===== src/rtl/flag_pkg.sv =====
// ============================================================================
// flag_pkg: shared types for the flag/branch unit (cc codes, flag classes,
// FSM states, opcode classing). Revision: 1.0
// ============================================================================
`default_nettype none

package flag_pkg;

  localparam logic [2:0] CC_NEQ  = 3'b000;
  localparam logic [2:0] CC_EQ   = 3'b001;
  localparam logic [2:0] CC_GT   = 3'b010;
  localparam logic [2:0] CC_LT   = 3'b011;
  localparam logic [2:0] CC_GTE  = 3'b100;
  localparam logic [2:0] CC_LTE  = 3'b101;
  localparam logic [2:0] CC_OVFL = 3'b110;
  localparam logic [2:0] CC_UNC  = 3'b111;

  typedef enum logic [1:0] {
    FC_NONE = 2'd0,
    FC_Z    = 2'd1,
    FC_ALL  = 2'd2
  } flag_class_e;

  typedef enum logic [1:0] {
    ST_IDLE    = 2'd0,
    ST_WAIT    = 2'd1,
    ST_RESOLVE = 2'd2
  } state_e;

  typedef struct packed {
    logic ov;
    logic zr;
    logic neg;
  } flags_t;

  function automatic flag_class_e op_class(input logic [3:0] op);
    case (op)
      4'b0000, 4'b0010:                   return FC_ALL;
      4'b0011, 4'b0100, 4'b0101,
      4'b0110, 4'b0111:                   return FC_Z;
      default:                            return FC_NONE;
    endcase
  endfunction

  // Overlay the ALU's flags onto the current set according to the op's class.
  function automatic flags_t apply_flags(input flags_t cur, input flag_class_e cls,
                                         input flags_t alu);
    flags_t res;
    res = cur;
    case (cls)
      FC_ALL:  res = alu;
      FC_Z:    res.zr = alu.zr;
      default: res = cur;
    endcase
    return res;
  endfunction

endpackage

`default_nettype wire


===== src/rtl/flag_branch_unit_cond_eval.sv =====
// ============================================================================
// cond_eval: combinational branch condition evaluation (cc + flags -> taken).
// Revision: 1.0
// ============================================================================
`default_nettype none

module cond_eval
  import flag_pkg::*;
(
  input  logic [2:0] cc,
  input  flags_t     flags,
  output logic       taken
);

  always_comb begin
    taken = 1'b0;
    case (cc)
      CC_NEQ:  taken = ~flags.zr;
      CC_EQ:   taken = flags.zr;
      CC_GT:   taken = ~flags.zr & ~flags.neg;
      CC_LT:   taken = flags.neg;
      CC_GTE:  taken = flags.zr | ~flags.neg;
      CC_LTE:  taken = flags.neg | flags.zr;
      CC_OVFL: taken = flags.ov;
      CC_UNC:  taken = 1'b1;
      default: taken = 1'b0;
    endcase
  end

endmodule

`default_nettype wire


===== src/rtl/flag_branch_unit.sv =====
// ============================================================================
// flag_branch_unit: architectural ov/zr/neg register, outstanding flag-writer
// tracking and branch resolution. Optional macro FLAG_FWD_EN adds a WAIT-state
// bypass resolving against the retiring writer's flags. Revision: 1.0
// ============================================================================
`default_nettype none

module flag_branch_unit
  import flag_pkg::*;
#(
  parameter int PEND_W = 3
) (
  input  logic       clk,
  input  logic       rst_n,
  input  logic [3:0] alu_op,
  input  logic       alu_ov,
  input  logic       alu_zr,
  input  logic       alu_neg,
  input  logic       flag_wr,
  input  logic       flag_iss,
  input  logic       br_req,
  input  logic [2:0] br_cc,
  output logic       br_rdy,
  output logic       br_done,
  output logic       br_taken,
  output logic       stall,
  output logic       ov,
  output logic       zr,
  output logic       neg,
  output logic       err
);

  localparam logic [PEND_W-1:0] PEND_MAX = {PEND_W{1'b1}};
  localparam logic [PEND_W-1:0] PEND_ONE = PEND_W'(1);

  state_e             state_q, state_d;
  logic [PEND_W-1:0]  pend_q, pend_d;
  logic               err_q, err_d;
  flags_t             flags_q, flags_d;
  logic [2:0]         cc_q, cc_d;

  logic               iss_only;
  logic               wr_only;
  logic               taken_reg;
  flags_t             alu_flags;

  assign iss_only  = flag_iss & ~flag_wr;
  assign wr_only   = flag_wr & ~flag_iss;
  assign alu_flags = '{ov: alu_ov, zr: alu_zr, neg: alu_neg};

  // Saturating in-flight counter; an overflow or underflow attempt only sets err.
  always_comb begin
    pend_d = pend_q;
    err_d  = err_q;
    if (iss_only) begin
      if (pend_q == PEND_MAX) err_d = 1'b1;
      else                    pend_d = pend_q + PEND_ONE;
    end else if (wr_only) begin
      if (pend_q == '0) err_d = 1'b1;
      else              pend_d = pend_q - PEND_ONE;
    end
  end

  assign flags_d = flag_wr ? apply_flags(flags_q, op_class(alu_op), alu_flags) : flags_q;

  cond_eval u_eval_reg (
    .cc    (cc_q),
    .flags (flags_q),
    .taken (taken_reg)
  );

`ifdef FLAG_FWD_EN
  logic taken_fwd;
  logic fwd_hit;

  // flags_d already holds the retiring writer's flags merged over the register.
  cond_eval u_eval_fwd (
    .cc    (cc_q),
    .flags (flags_d),
    .taken (taken_fwd)
  );

  assign fwd_hit = (state_q == ST_WAIT) && (pend_q == PEND_ONE) && wr_only;
`endif

  always_comb begin
    state_d  = state_q;
    cc_d     = cc_q;
    br_rdy   = 1'b0;
    br_done  = 1'b0;
    br_taken = 1'b0;
    stall    = 1'b0;
    case (state_q)
      ST_IDLE: begin
        br_rdy = 1'b1;
        if (br_req) begin
          cc_d    = br_cc;
          state_d = (pend_d == '0) ? ST_RESOLVE : ST_WAIT;
        end
      end
      ST_WAIT: begin
        stall = 1'b1;
`ifdef FLAG_FWD_EN
        if (fwd_hit) begin
          br_done  = 1'b1;
          br_taken = taken_fwd;
          state_d  = ST_IDLE;
        end else
`endif
        if (pend_d == '0) state_d = ST_RESOLVE;
      end
      ST_RESOLVE: begin
        br_done  = 1'b1;
        br_taken = taken_reg;
        state_d  = ST_IDLE;
      end
      default: state_d = ST_IDLE;
    endcase
  end

  always_ff @(posedge clk or negedge rst_n) begin
    if (!rst_n) begin
      state_q <= ST_IDLE;
      pend_q  <= '0;
      err_q   <= 1'b0;
      flags_q <= '0;
      cc_q    <= '0;
    end else begin
      state_q <= state_d;
      pend_q  <= pend_d;
      err_q   <= err_d;
      flags_q <= flags_d;
      cc_q    <= cc_d;
    end
  end

  assign ov  = flags_q.ov;
  assign zr  = flags_q.zr;
  assign neg = flags_q.neg;
  assign err = err_q;

endmodule

`default_nettype wire


===== config.mk =====
export PLATFORM = sky130hd
export DESIGN_NAME = flag_branch_unit
export DESIGN_NICKNAME = d
export VERILOG_FILES = /design/src/rtl/flag_pkg.sv /design/src/rtl/flag_branch_unit_cond_eval.sv /design/src/rtl/flag_branch_unit.sv
export SDC_FILE = /design/constraint.sdc
export NUM_CORES = 1
export LEC_CHECK = 0
export CORE_MARGIN = 2
export CORE_UTILIZATION = 40
export DETAILED_ROUTE_END_ITERATION = 16
export PLACE_DENSITY_LB_ADDON = 0.2
export SYNTH_ARGS = -nofsm -noshare
export SYNTH_HDL_FRONTEND = slang
export SYNTH_SLANG_ARGS = --single-unit

===== constraint.sdc =====
create_clock -name clk -period 1.5 [get_ports clk]
set_input_delay 0.225 -clock clk [delete_from_list [all_inputs] [get_ports clk]]
set_output_delay 0.225 -clock clk [all_outputs]
set_load 0.03 [all_outputs]

# Word-level counts from Yosys, hierarchy flattened
# Cells that the tools add are included.
[totals]
out_inout_bits = 8
regBits = 12
[classes]
n_mux = 18
n_eq_ne = 21
n_reduce_logical = 15
bitwise = 9
n_addsub = 2
[ops]
columns = ["cell", "count"]
rows = [
  ["== test 4 x 3 -> 1 bit (second input constant)", 4],
  ["== test 3 bit (second input constant)", 5],
  ["two-way mux 3 bit", 4],
  ["logical NOT 3 bit", 3],
  ["== test 4 x 2 -> 1 bit (second input constant)", 2],
  ["two-way mux 1 bit", 8],
  ["one-hot mux 1 bit (8 select lines)", 1],
  ["one-hot mux 2 bit (2 select lines)", 2],
  ["AND reduction 2 bit", 4],
  ["== test 3 x 2 -> 1 bit (second input constant)", 2],
  ["two-way mux 2 bit", 3],
  ["OR reduction 5 bit", 1],
  ["== test 2 x 1 -> 1 bit (second input constant)", 2],
  ["== test 2 bit (second input constant)", 2],
  ["logical NOT 4 bit", 1],
  ["inequality test 2 bit (second input constant)", 2],
  ["inverter 1 bit", 4],
  ["nonzero test 2 bit", 2],
  ["OR reduction 2 bit", 2],
  ["adder 3 x 1 -> 3 bit (second input constant)", 1],
  ["AND 1 bit", 3],
  ["== test 3 x 1 -> 1 bit (second input constant)", 1],
  ["AND reduction 3 bit", 1],
  ["subtractor 3 x 1 -> 3 bit (second input constant)", 1],
  ["3 further kinds", 4],
]

# Longest topological paths before layout
# Gate-level depths: netlist (run 1).
[logic_depth]
ltp_word = 8
mapped_depth = 7
mapped_depth_nobuf = 7

# Modules after synthesis
# A second synthesis (run 1) with hierarchy kept.
[unflattened]
hier_cells = 72
area_unflattened_um2 = 753.2
[modules_own_cells]
columns = ["module", "area_per_inst_um2", "cells_per_inst", "instances"]
rows = [
  ["flag_branch_unit", 676.9, 61, 1],
  ["cond_eval", 76.3, 11, 1],
]

# Worst setup path after synthesis (run 1)
# No wires, ideal clock.
[synth_timing]
path_kind = "reg2out"
from = "register state_q[0]"
to = "output br_taken"
setup_slack_ps = -174
t_required_ps = 1275
t_arrival_ps = 1449
path_buffers = 0
path_stages_with_launch = 3
path_cell_list = "dfrtp_1 nor2b_1 a21boi_1"
[synth_via]
elab_chain_len = 2
[synth_lines]
columns = ["element", "line", "source"]
rows = [
  ["start, declared", "flag_branch_unit.sv:36", "state_e state_q, state_d;"],
  ["start signal, assigned", "flag_branch_unit.sv:129", "state_q <= state_d;"],
  ["== test 2 bit", "flag_branch_unit.sv:93", "case (state_q)"],
  ["two-way mux 1 bit", "flag_branch_unit.sv:93", ""],
  ["end, declared", "flag_branch_unit.sv:25", "output logic br_taken,"],
]
# Every way passes these cells.

# Worst setup path after layout (run 1)
[layout_timing]
from = "register cc_q[2]"
to = "output br_taken"
[layout_via]
elab_chain_len = 3
word_cells_on_any_way = 10
[layout_lines]
columns = ["element", "line", "source"]
rows = [
  ["start, declared", "flag_branch_unit.sv:40", "logic [2:0] cc_q, cc_d;"],
  ["start signal, assigned", "flag_branch_unit.sv:127", "cc_q <= '0;"],
  ["start signal, assigned", "flag_branch_unit.sv:133", "cc_q <= cc_d;"],
  ["== test 3 bit, or another cell as far along", "flag_branch_unit_cond_eval.sv:17", "case (cc)"],
  ["one-hot mux 1 bit (8 select lines) (*)", "flag_branch_unit_cond_eval.sv:17", ""],
  ["two-way mux 1 bit (*)", "flag_branch_unit.sv:93", ""],
]
# Every way passes the cells marked *; elsewhere a longest branch is shown, timed or not.

==> metrics.md, run 1 <==
| Metric | Value |
|---|---|
| Setup ws final | -0.111 ns |
| Slew Limit Fails | 0 |
| Worst Tran Pin Value | 0.517 ns |
| CP Class | reg2out |
| I/O Buffers | 22 |
| CP required | 1.27 ns |
| Total die area | 2190 um2 |
| Seq/Total Area, Yosys | 41.0% |
| Finished Layout Cells | 134 |
| # hold bufs at CTS | 0 |
| Flops & latches, synth | 12 |
| Number of synthesized flops with an enable pin | 0 |
| CP peak stage delay | 0.42 ns |
| Cell family with most CP delay | compound AO/OA/AOI/OAI gates |
| Hold_ws | 0.299 ns |
| Synth Area in Simple Gates | 19.5% |
| Compound-gate portion of the synthesized area | 12.3% |
| Yosys top cell by area | dfrtp_1 |
| Dominant synthesized flop cell | dfrtp_1 |
| Starting Density | 42.4% |
| Nets | 132 |
| Worst R2R Path Depth | 7 |
| Vias in the first global route | 598 |
| Final Hold Viols | 0 |
| Clock Tree Buf Depth | 2 |
| Pin count of the biggest net entering global routing | 13 |
| Highest clock rate | 0.621 GHz |
| Syn_area_per_cell | 10.2 um2 |
| Fin crit period | 1.61 ns |
| WP buf/inv | 1 |
| GPL Wtd Cong | 0.776 |
| Congestion Overflow GR | 0 |
| First-pass GRT wire length | 2330 um |
| DR vias | 647 |
| DR iter-0 viols | 6 |
| Synth Area in Adders | 12.0% |
| Final Cycle Share | 107% |
| Worst-path clk slew | 0.07 ns |
| Share of cells above drive strength 1 | 33.9% |
| Via/cell ratio | 4.83 |
| Post-Syn Area | 732 um2 |
| Register Area | 300 um2 |
| Failing checks | setup timing |
| Mapped Nets | 94 |
| Setup Skew | 0.00200 ns |
| Worst min path class | in2async |
| Wire per inst | 10.9 um |
| Die X | 46.8 um |
| Main combinational cell family by area after synthesis | simple AND/OR/NAND/NOR gates |
| WL final | 1460 um |
| Unrepaired setup endpoints after global routing | yes |
| Asr flop ratio synth | 100% |
| ANT cells | 0 |
| Synthesized instance count | 72 |
| CP cell instances | nand2b_4 -> o31ai_1 -> a211o_1 -> a21boi_2 -> buf_6 |
| VDD IR-drop max | 992 uV |
| CP Capture Type | output port |
| PwrDens | 1690 nW/um2 |
| Setup violators final | 2 |
| Area Overhead vs Synth | 57.8% |
| CTS tree | done |
| Crit path max fanout | 4 |
| Xor/xnor share of the synthesized area | 1.20% |
| Fillers | 146 |
| Post-synthesis cell type count | 29 |
| Hpwl dp | 1060 um |
| Root buffer cell | clkbuf_4 |
| Top-count cell post-synth | dfrtp_1 |
| GRT Total Usage | 15.3% |
| Synth cell count leaders | dfrtp_1, ha_1, inv_1 |
| CTS buffer count | 3 |
| Critical-path top delay cell | dfrtp_1 |
| Multi-input logic area | 472 um2 |
| Setup TNS | -0.133 ns |
| CTS H-tree lvls | 1 |
| Synth area leaders | dfrtp_1, ha_1, mux2_1 |
| Cells after DPL | 125 |
| Initial antenna violation count | 0 |
| Worst setup SP type | register |
| Clk Latency, worst-skew pair | 0.26 ns |
| Die Y | 46.8 um |
| Post-synth top area share | 41.0% |
| DRT antenna net count | 0 |
| YS warnings | 0 |
| Core area | 1730 um2 |
| Leak | 0.000536 uW |
| WP data arrival | 1.39 ns |
| DR pass1 iterations | 4 |
| Mux cell area share after synthesis | 10.4% |
| I/O Pins | 23 |
| Max-slew headroom | 65.4% |
| # clock sinks | 12 |
| Status | finished with violations |
| Core Rows | 15 |
| Max cap viols | 0 |
| Crit. path cell count | 5 |
| Residual DRC | 0 |
-- cell usage in the layout, fill, tap and decap left out, types with 3 or more instances in the layout --
cell,n
a21oi_1,4
buf_4,11
clkbuf_4,3
clkdlybuf4s50_1,12
dfrtp_1,12
dlygate4sd2_1,6
ha_2,3
inv_1,5
mux2_1,3
nand2_1,5
nor2_1,3
-- final timing paths --
kind	from	to	slack, ns
max	cc_q[2]	br_taken	-0.11
min	rst_n	pend_q[2]	0.30
max reg2reg	pend_q[0]	state_q[0]	-0.01
min reg2reg	err	err	0.47
max in group asynchronous	rst_n	err	0.86
min in group clk	flag_wr	zr	0.41
-- metrics by stage --
step	area [um2]	util (%)	worst slack (ns)	total power, uW
floorplan	741	-	-0.0301	1180
global placement	1030	59.9	-0.375	1540
detailed placement	1030	59.9	-0.406	1560
CTS	1140	65.9	-0.149	1900
global route	1150	66.9	-0.211	2110
finish	1150	66.9	-0.111	1950
-- per-layer routing --
metal,wire [um],up-vias,GRT usage (%)
li1,-,325,-
met1,614,301,17.9
met2,716,19,25.5
met3,115,2,6.54
met4,12,0,5.00
met5,0,-,0
-- repair_timing --
item / 4_1_cts / 5_1_grt
setup endpoints to repair: 12 / 7
pin swaps: 6 / 5
buffers inserted: 5 / 0
resized for setup: 16 / 12
-- worst register-to-register path: cells and delay by family (launching register included) --
kind / cells / cell delay, ns
and+or+nand+nor: 1 / 0.13
buffers and inverters: 1 / 0.05
DFF: 1 / 0.37
adders and majority gates: 2 / 0.32
AOI/OAI and AO/OA: 2 / 0.38
xor gates and xnor gates: 1 / 0.15
-- kinds of logic after synthesis --
logic type	Yosys count
multiplexers	7
adder cells (fa/ha/maj)	7
AO/OA/AOI/OAI	14
XOR/XNOR	1
buffers and inverters	7
AND/OR/NAND/NOR	24
flip-flops	12
-- power breakdown --
part / switching [uW] / internal [uW]
clock: 101 / 147
sequential: 121 / 463
combinational: 545 / 573
-- state kept, by name, summed over array words and instances (netlist names) --
register,flops
cc_q,3
pend_q,3
state_q,2
err,1
neg,1
ov,1
zr,1
-- final cells by class --
class / instances / share of cell area [%]
multi-input combinational: 53 / 40.8
clock buffer: 4 / 3.14
sequential: 12 / 26.0
inverter: 7 / 2.28
tap: 25 / 2.71
timing repair buffer: 33 / 25.0
No activity file was read; power rests on OpenSTA's default activity.
==> inputs of run 2 (changes only) <==
- CTS_CLUSTER_SIZE: unset -> 30
==> results of run 2 <==
Same layout as run 1: the final DEF is identical, and so are final timing and power.
==> RTL edit 1, RTL diff (settings of run 1) <==
Change the parameter `PEND_W` from 3 to 6.
--- a/src/rtl/flag_branch_unit.sv
+++ b/src/rtl/flag_branch_unit.sv
@@ -8,7 +8,7 @@
 module flag_branch_unit
   import flag_pkg::*;
 #(
-  parameter int PEND_W = 3
+  parameter int PEND_W = 6
 ) (
   input  logic       clk,
   input  logic       rst_n,
Function: changed (Yosys sat finds a counterexample within 10 cycles, from zero or initial values and one cycle with rst_n low).
==> RTL edit 1 against run 1 <==
- the flow still finishes with violations (setup timing)
- design area grew 53%
- setup slack lost 0.48 ns
- critical endpoint is now state_q[0]
- sequential cell count grew 3
- largest power group unchanged
- total power grew 41%
- routed wire length grew 100%
- area after synthesis grew 50%
- maximum frequency shrank 23%
==> RTL edit 1: results (changes against run 1) <==
Layout:
- The number of non-filler instances in the completed layout is 214 (was 134).
- Biggest registers after layout: pend_q: 6 flops, cc_q: 3 flops, state_q: 2 flops (was cc_q: 3 flops, pend_q: 3 flops, state_q: 2 flops).
- The number of signal-net buffers in the layout is 62 (was 33).
- The ratio of cells with drive above 1 in the final layout is 47.54% (was 33.94%).
- The multi-input gate share of the layout cell area is 43.20% (was 40.84%).
- The clock buffer and inverter area fraction after layout is 1.558% (was 3.142%).
- The count of non-CTS inverters in the layout is 10 (was 7).
- The layout clock buffer count came to 3 (was 4).
- The multi-input combinational cell count is 92 (was 53).

Power:
- The power per cell area is 1554 mW/mm2 (was 1688 mW/mm2).
- The worst vdd rail ir drop is 0.001003 V (was 0.0009922 V).
- The net switching component of the power is 1159 uW (was 766.7 uW).
- The share of total power consumed by net switching is 42.22% (was 39.32%).
- The leakage power of the design is 0.0007907 uW (was 0.0005358 uW).

Logic synthesis:
- Synth top area cells: sky130_fd_sc_hd__dfrtp_1, sky130_fd_sc_hd__ha_1, sky130_fd_sc_hd__mux2_2, sky130_fd_sc_hd__o21ai_0, sky130_fd_sc_hd__inv_1 (was sky130_fd_sc_hd__dfrtp_1, sky130_fd_sc_hd__ha_1, sky130_fd_sc_hd__mux2_1, sky130_fd_sc_hd__inv_1, sky130_fd_sc_hd__mux2_2).
- The proportion of synthesized chip area in sequential cells is 34.13% (was 41.03%).
- The adder-cell share of the synthesized area is 6.826% (was 11.97%).
- The distinct cell type count of the synthesized netlist is 43 (was 29).
- The share of the synthesized area in compound gates (AO/OA/AOI/OAI) is 22.53% (was 12.31%).
- The mean area per synthesized cell is 9.089 um2 (was 10.17 um2).
- The xor and xnor fraction of the mapped netlist area was 1.593% (was 1.197%).

Clock tree:
- The number of resized instances in the post-cts repair step is 30 (was 16).

Worst setup path:
- The data arrival at the endpoint of the critical path is 2.28 ns (was 1.39 ns).
- The timing endpoint of the critical path is state_q[0] (was br_taken).
- The peak per-stage delay on the critical path was 0.51 ns (was 0.42 ns).
- The start point of the critical path is pend_q[0] (was cc_q[2]).

Status:
- Failing checks: setup timing (unchanged).
- Result of the run: complete, but fails checks (unchanged).

STA:
- The number of setup violations in the final report is 8 (was 2).
- The setup slack of the critical path after layout is -0.5944 ns (was -0.1115 ns).
- The worst slew margin relative to its limit came to 76.67% (was 65.44%).

Global route:
- The pin count of the biggest net entering global routing is 16 (was 13).
- The total global-route track usage is 20.00% (was 15.34%).

Placed design:
- The routability congestion estimate is 0.8798 (was 0.7763).

Detailed routing:
- The wire length reported by the detailed router was 2.953 mm (was 1.459 mm).
- The number of design-rule violations left by the first detailed-router iteration came to 11 (was 6).

Floorplanning:
- The placeable core region is 0.002686 mm2 (was 0.001727 mm2).
-- RTL edit 1: cell types whose count changed in the layout (fill, tap and decap cells not counted), moves of 3 or more --
cell                             run 1  this run
sky130_fd_sc_hd__a31oi_1             0         4
sky130_fd_sc_hd__buf_4              11        39
sky130_fd_sc_hd__buf_6               1         4
sky130_fd_sc_hd__inv_1               5         8
sky130_fd_sc_hd__mux2_1              3         0
sky130_fd_sc_hd__mux2_2              1         5
sky130_fd_sc_hd__nor2_1              3         6
sky130_fd_sc_hd__o21ai_0             2         7
sky130_fd_sc_hd__or2_2               1         4
-- RTL edit 1: per-layer routing --
| layer | share of wire [%] | wire length [um] | GRT usage [%] | up-vias |
|---|---|---|---|---|
| met2 | 53 | 1566 | 36.54 | 29 |
| met5 | 0 | 0 | 0 | - |
| li1 | - | - | - | 571 |
| met4 | 0.98 | 29 | 4.082 | 0 |
| met3 | 4.0 | 118 | 4.608 | 4 |
| met1 | 42 | 1239 | 23.66 | 573 |
==> RTL edit 2, RTL diff (config.mk and constraints of run 1) <==
Without the edit above. Put one more register stage on the output `err`. The value now appears one clock later. The other outputs are not delayed to match.
--- a/src/rtl/flag_branch_unit.sv
+++ b/src/rtl/flag_branch_unit.sv
@@ -137,7 +137,9 @@
   assign ov  = flags_q.ov;
   assign zr  = flags_q.zr;
   assign neg = flags_q.neg;
-  assign err = err_q;
+  always_ff @(posedge clk) begin
+    err <= err_q;
+  end
 
 endmodule
 
Check against the original RTL: not equivalent (a bounded check fails within 4 cycles, from zero or initial values and one cycle with rst_n low).
==> RTL edit 2 against run 1 <==
- the run still ends with setup timing left
- area after synthesis increased by 2.7%
- total power fell by 2.9%
- sequential cell count is 1 higher
- global-route usage up 0.33 points
- final cell count is 1.5% lower
- clock skew about the same
- non-clock buffer count fell by 3
- routed wire length grew 0.75%
- setup slack got worse by 0.049 ns
- design area fell by 1.3%
- critical endpoint unchanged
- largest power group unchanged
- highest routed layer unchanged
==> RTL edit 2: results (changes against run 1) <==
Status:
- Result of the run: complete, but fails checks (unchanged).
- Failing checks: setup timing (unchanged).

Detailed routing:
- The detailed-router iteration count before antenna repair is 4 (unchanged).
- The via count normalized by instance count is 4.856 (was 4.828).
- The number of design-rule violations left by the first detailed-router iteration is 8 (was 6).
- The via total after detailed routing is 641 (was 647).
- The mean routed wirelength per cell is 11.14 um (was 10.89 um).

Worst hold path:
- The worst hold path class was input port to async pin (unchanged).

Global route:
- The total global-route track usage was 15.67% (was 15.34%).
- The via count of the first global-routing pass is 580 (was 598).
- The global-route wire length before repair is 2.332 mm (was 2.325 mm).

Logic synthesis:
- The dominant combinational cell family by area after synthesis is simple AND/OR/NAND/NOR gates (unchanged).
- The share of the synthesized area in compound gates (AO/OA/AOI/OAI) was 11.98% (was 12.31%).
- The synthesized netlist net count is 95 (was 94).
- The share of Yosys cell area claimed by the top area cell type is 39.93% (was 41.03%).
- The proportion of synthesized chip area in sequential cells is 42.60% (was 41.03%).
- Synth top area cells: sky130_fd_sc_hd__dfrtp_1, sky130_fd_sc_hd__ha_1, sky130_fd_sc_hd__mux2_1, sky130_fd_sc_hd__inv_1, sky130_fd_sc_hd__mux2_2 (unchanged).
- The adder-cell share of the synthesized area is 11.65% (was 11.97%).
- The share of synthesized flip-flops with an asynchronous set or reset is 92.31% (was 100.0%).
- The xor and xnor fraction of the mapped netlist area is 1.165% (was 1.197%).
- The mean area per synthesized cell came to 10.30 um2 (was 10.17 um2).
- The distinct cell type count of the synthesized netlist is 30 (was 29).

STA:
- The setup slack of the critical path after layout is -0.1603 ns (was -0.1115 ns).
- The number of setup violations in the final report is 2 (unchanged).
- The pin slew with the least headroom to its limit is 0.5195 ns (was 0.5167 ns).
- The largest clock skew in the final design was 0.002400 ns (was 0.002004 ns).

Worst setup path:
- The biggest fanout along the worst timing path is 6 (was 4).
- The data arrival at the endpoint of the critical path is 1.44 ns (was 1.39 ns).

Power:
- The worst vdd rail ir drop came to 0.0007955 V (was 0.0009922 V).
- The leakage power of the design is 0.0005064 uW (was 0.0005358 uW).

Layout:
- The ratio of cells with drive above 1 in the final layout is 28.97% (was 33.94%).

Placed design:
- The HPWL after detailed placement is 1.158 mm (was 1.062 mm).
## RTL edit 2: cell types whose count changed after synthesis
cell	before	now
sky130_fd_sc_hd__dfxtp_1	0	1
## RTL edit 2: cell type report
type / count / area, um2
Clock buffer: 4 / 26.28
Multi-Input combinational cell: 53 / 460.4
Inverter: 7 / 26.28
Tap cell: 25 / 31.28
Fill cell: 150 / 605.6
Timing Repair Buffer: 30 / 275.3
Sequential cell: 13 / 320.3
## RTL edit 2: final timing paths
check	from	to	slack, ns	depth (start not counted)
worst min-delay path	rst_n	cc_q[0]	0.29	1
min in group clk	err_q	err	0.37	0
worst max register to register	pend_q[1]	state_q[0]	-0.06	7
worst max-delay path	cc_q[2]	br_taken	-0.16	5
max in group asynchronous	rst_n	ov	0.86	1
worst min register to register	err_q	err	0.37	0
## RTL edit 2: per-stage QoR
stage	hold WS, ns	instance area (um2)	util (%)	setup TNS (ns)	setup slack (ns)
2_1_floorplan	-0.07059	760.7	-	-0.1326	-0.03011
3_3_place_gp	0.3516	1047	60.00	-1.819	-0.3280
3_5_place_dp	0.3589	1047	60.00	-2.121	-0.3703
4_1_cts	0.3103	1134	64.95	-0.2135	-0.1743
5_1_grt	0.3150	1140	65.30	-0.4027	-0.2219
6_report	0.2933	1140	65.30	-0.2212	-0.1603
## RTL edit 2: worst register-to-register path, cell delays in order, from the launching register on
cell and delay (ns):
sky130_fd_sc_hd__dfrtp_1 0.39, sky130_fd_sc_hd__inv_2 0.06, sky130_fd_sc_hd__ha_4 0.17, sky130_fd_sc_hd__ha_4 0.16, sky130_fd_sc_hd__nor2b_4 0.12, sky130_fd_sc_hd__o21ai_2 0.08, sky130_fd_sc_hd__xnor2_2 0.16, sky130_fd_sc_hd__o31a_1 0.30
## RTL edit 2: power by group
| group | total [uW] | switching, uW | internal, uW | leakage [uW] |
|---|---|---|---|---|
| combinational | 1050 | 533 | 520 | 0.000342 |
| sequential | 633 | 129 | 504 | 0.000149 |
| clock | 207 | 104 | 103 | 0.0000150 |
## RTL edit 2: per-layer routing
layer | GRT usage, % | wire length [um]
met1 | 16.43 | 622
met2 | 27.84 | 748
met3 | 2.308 | 51
met4 | 11.67 | 48
met5 | 0 | 0
## RTL edit 2: cells by family (layout without fill, tap and decap cells)
group,after synthesis,count (layout)
adders and majority gates,7,7
and+or+nand+nor,24,24
muxes,7,7
buffers and inverters,7,41
xor gates and xnor gates,1,1
AOI/OAI and AO/OA,14,14
DFF,13,13
## RTL edit 2: timing repair
action / in CTS / in global routing
buffers inserted: 3 / 0
pin swaps: 6 / 0
hold endpoints to repair: 0 / 0
gates resized for setup: 16 / 7
setup endpoints to repair: 9 / 9
cloned: 0 / 0
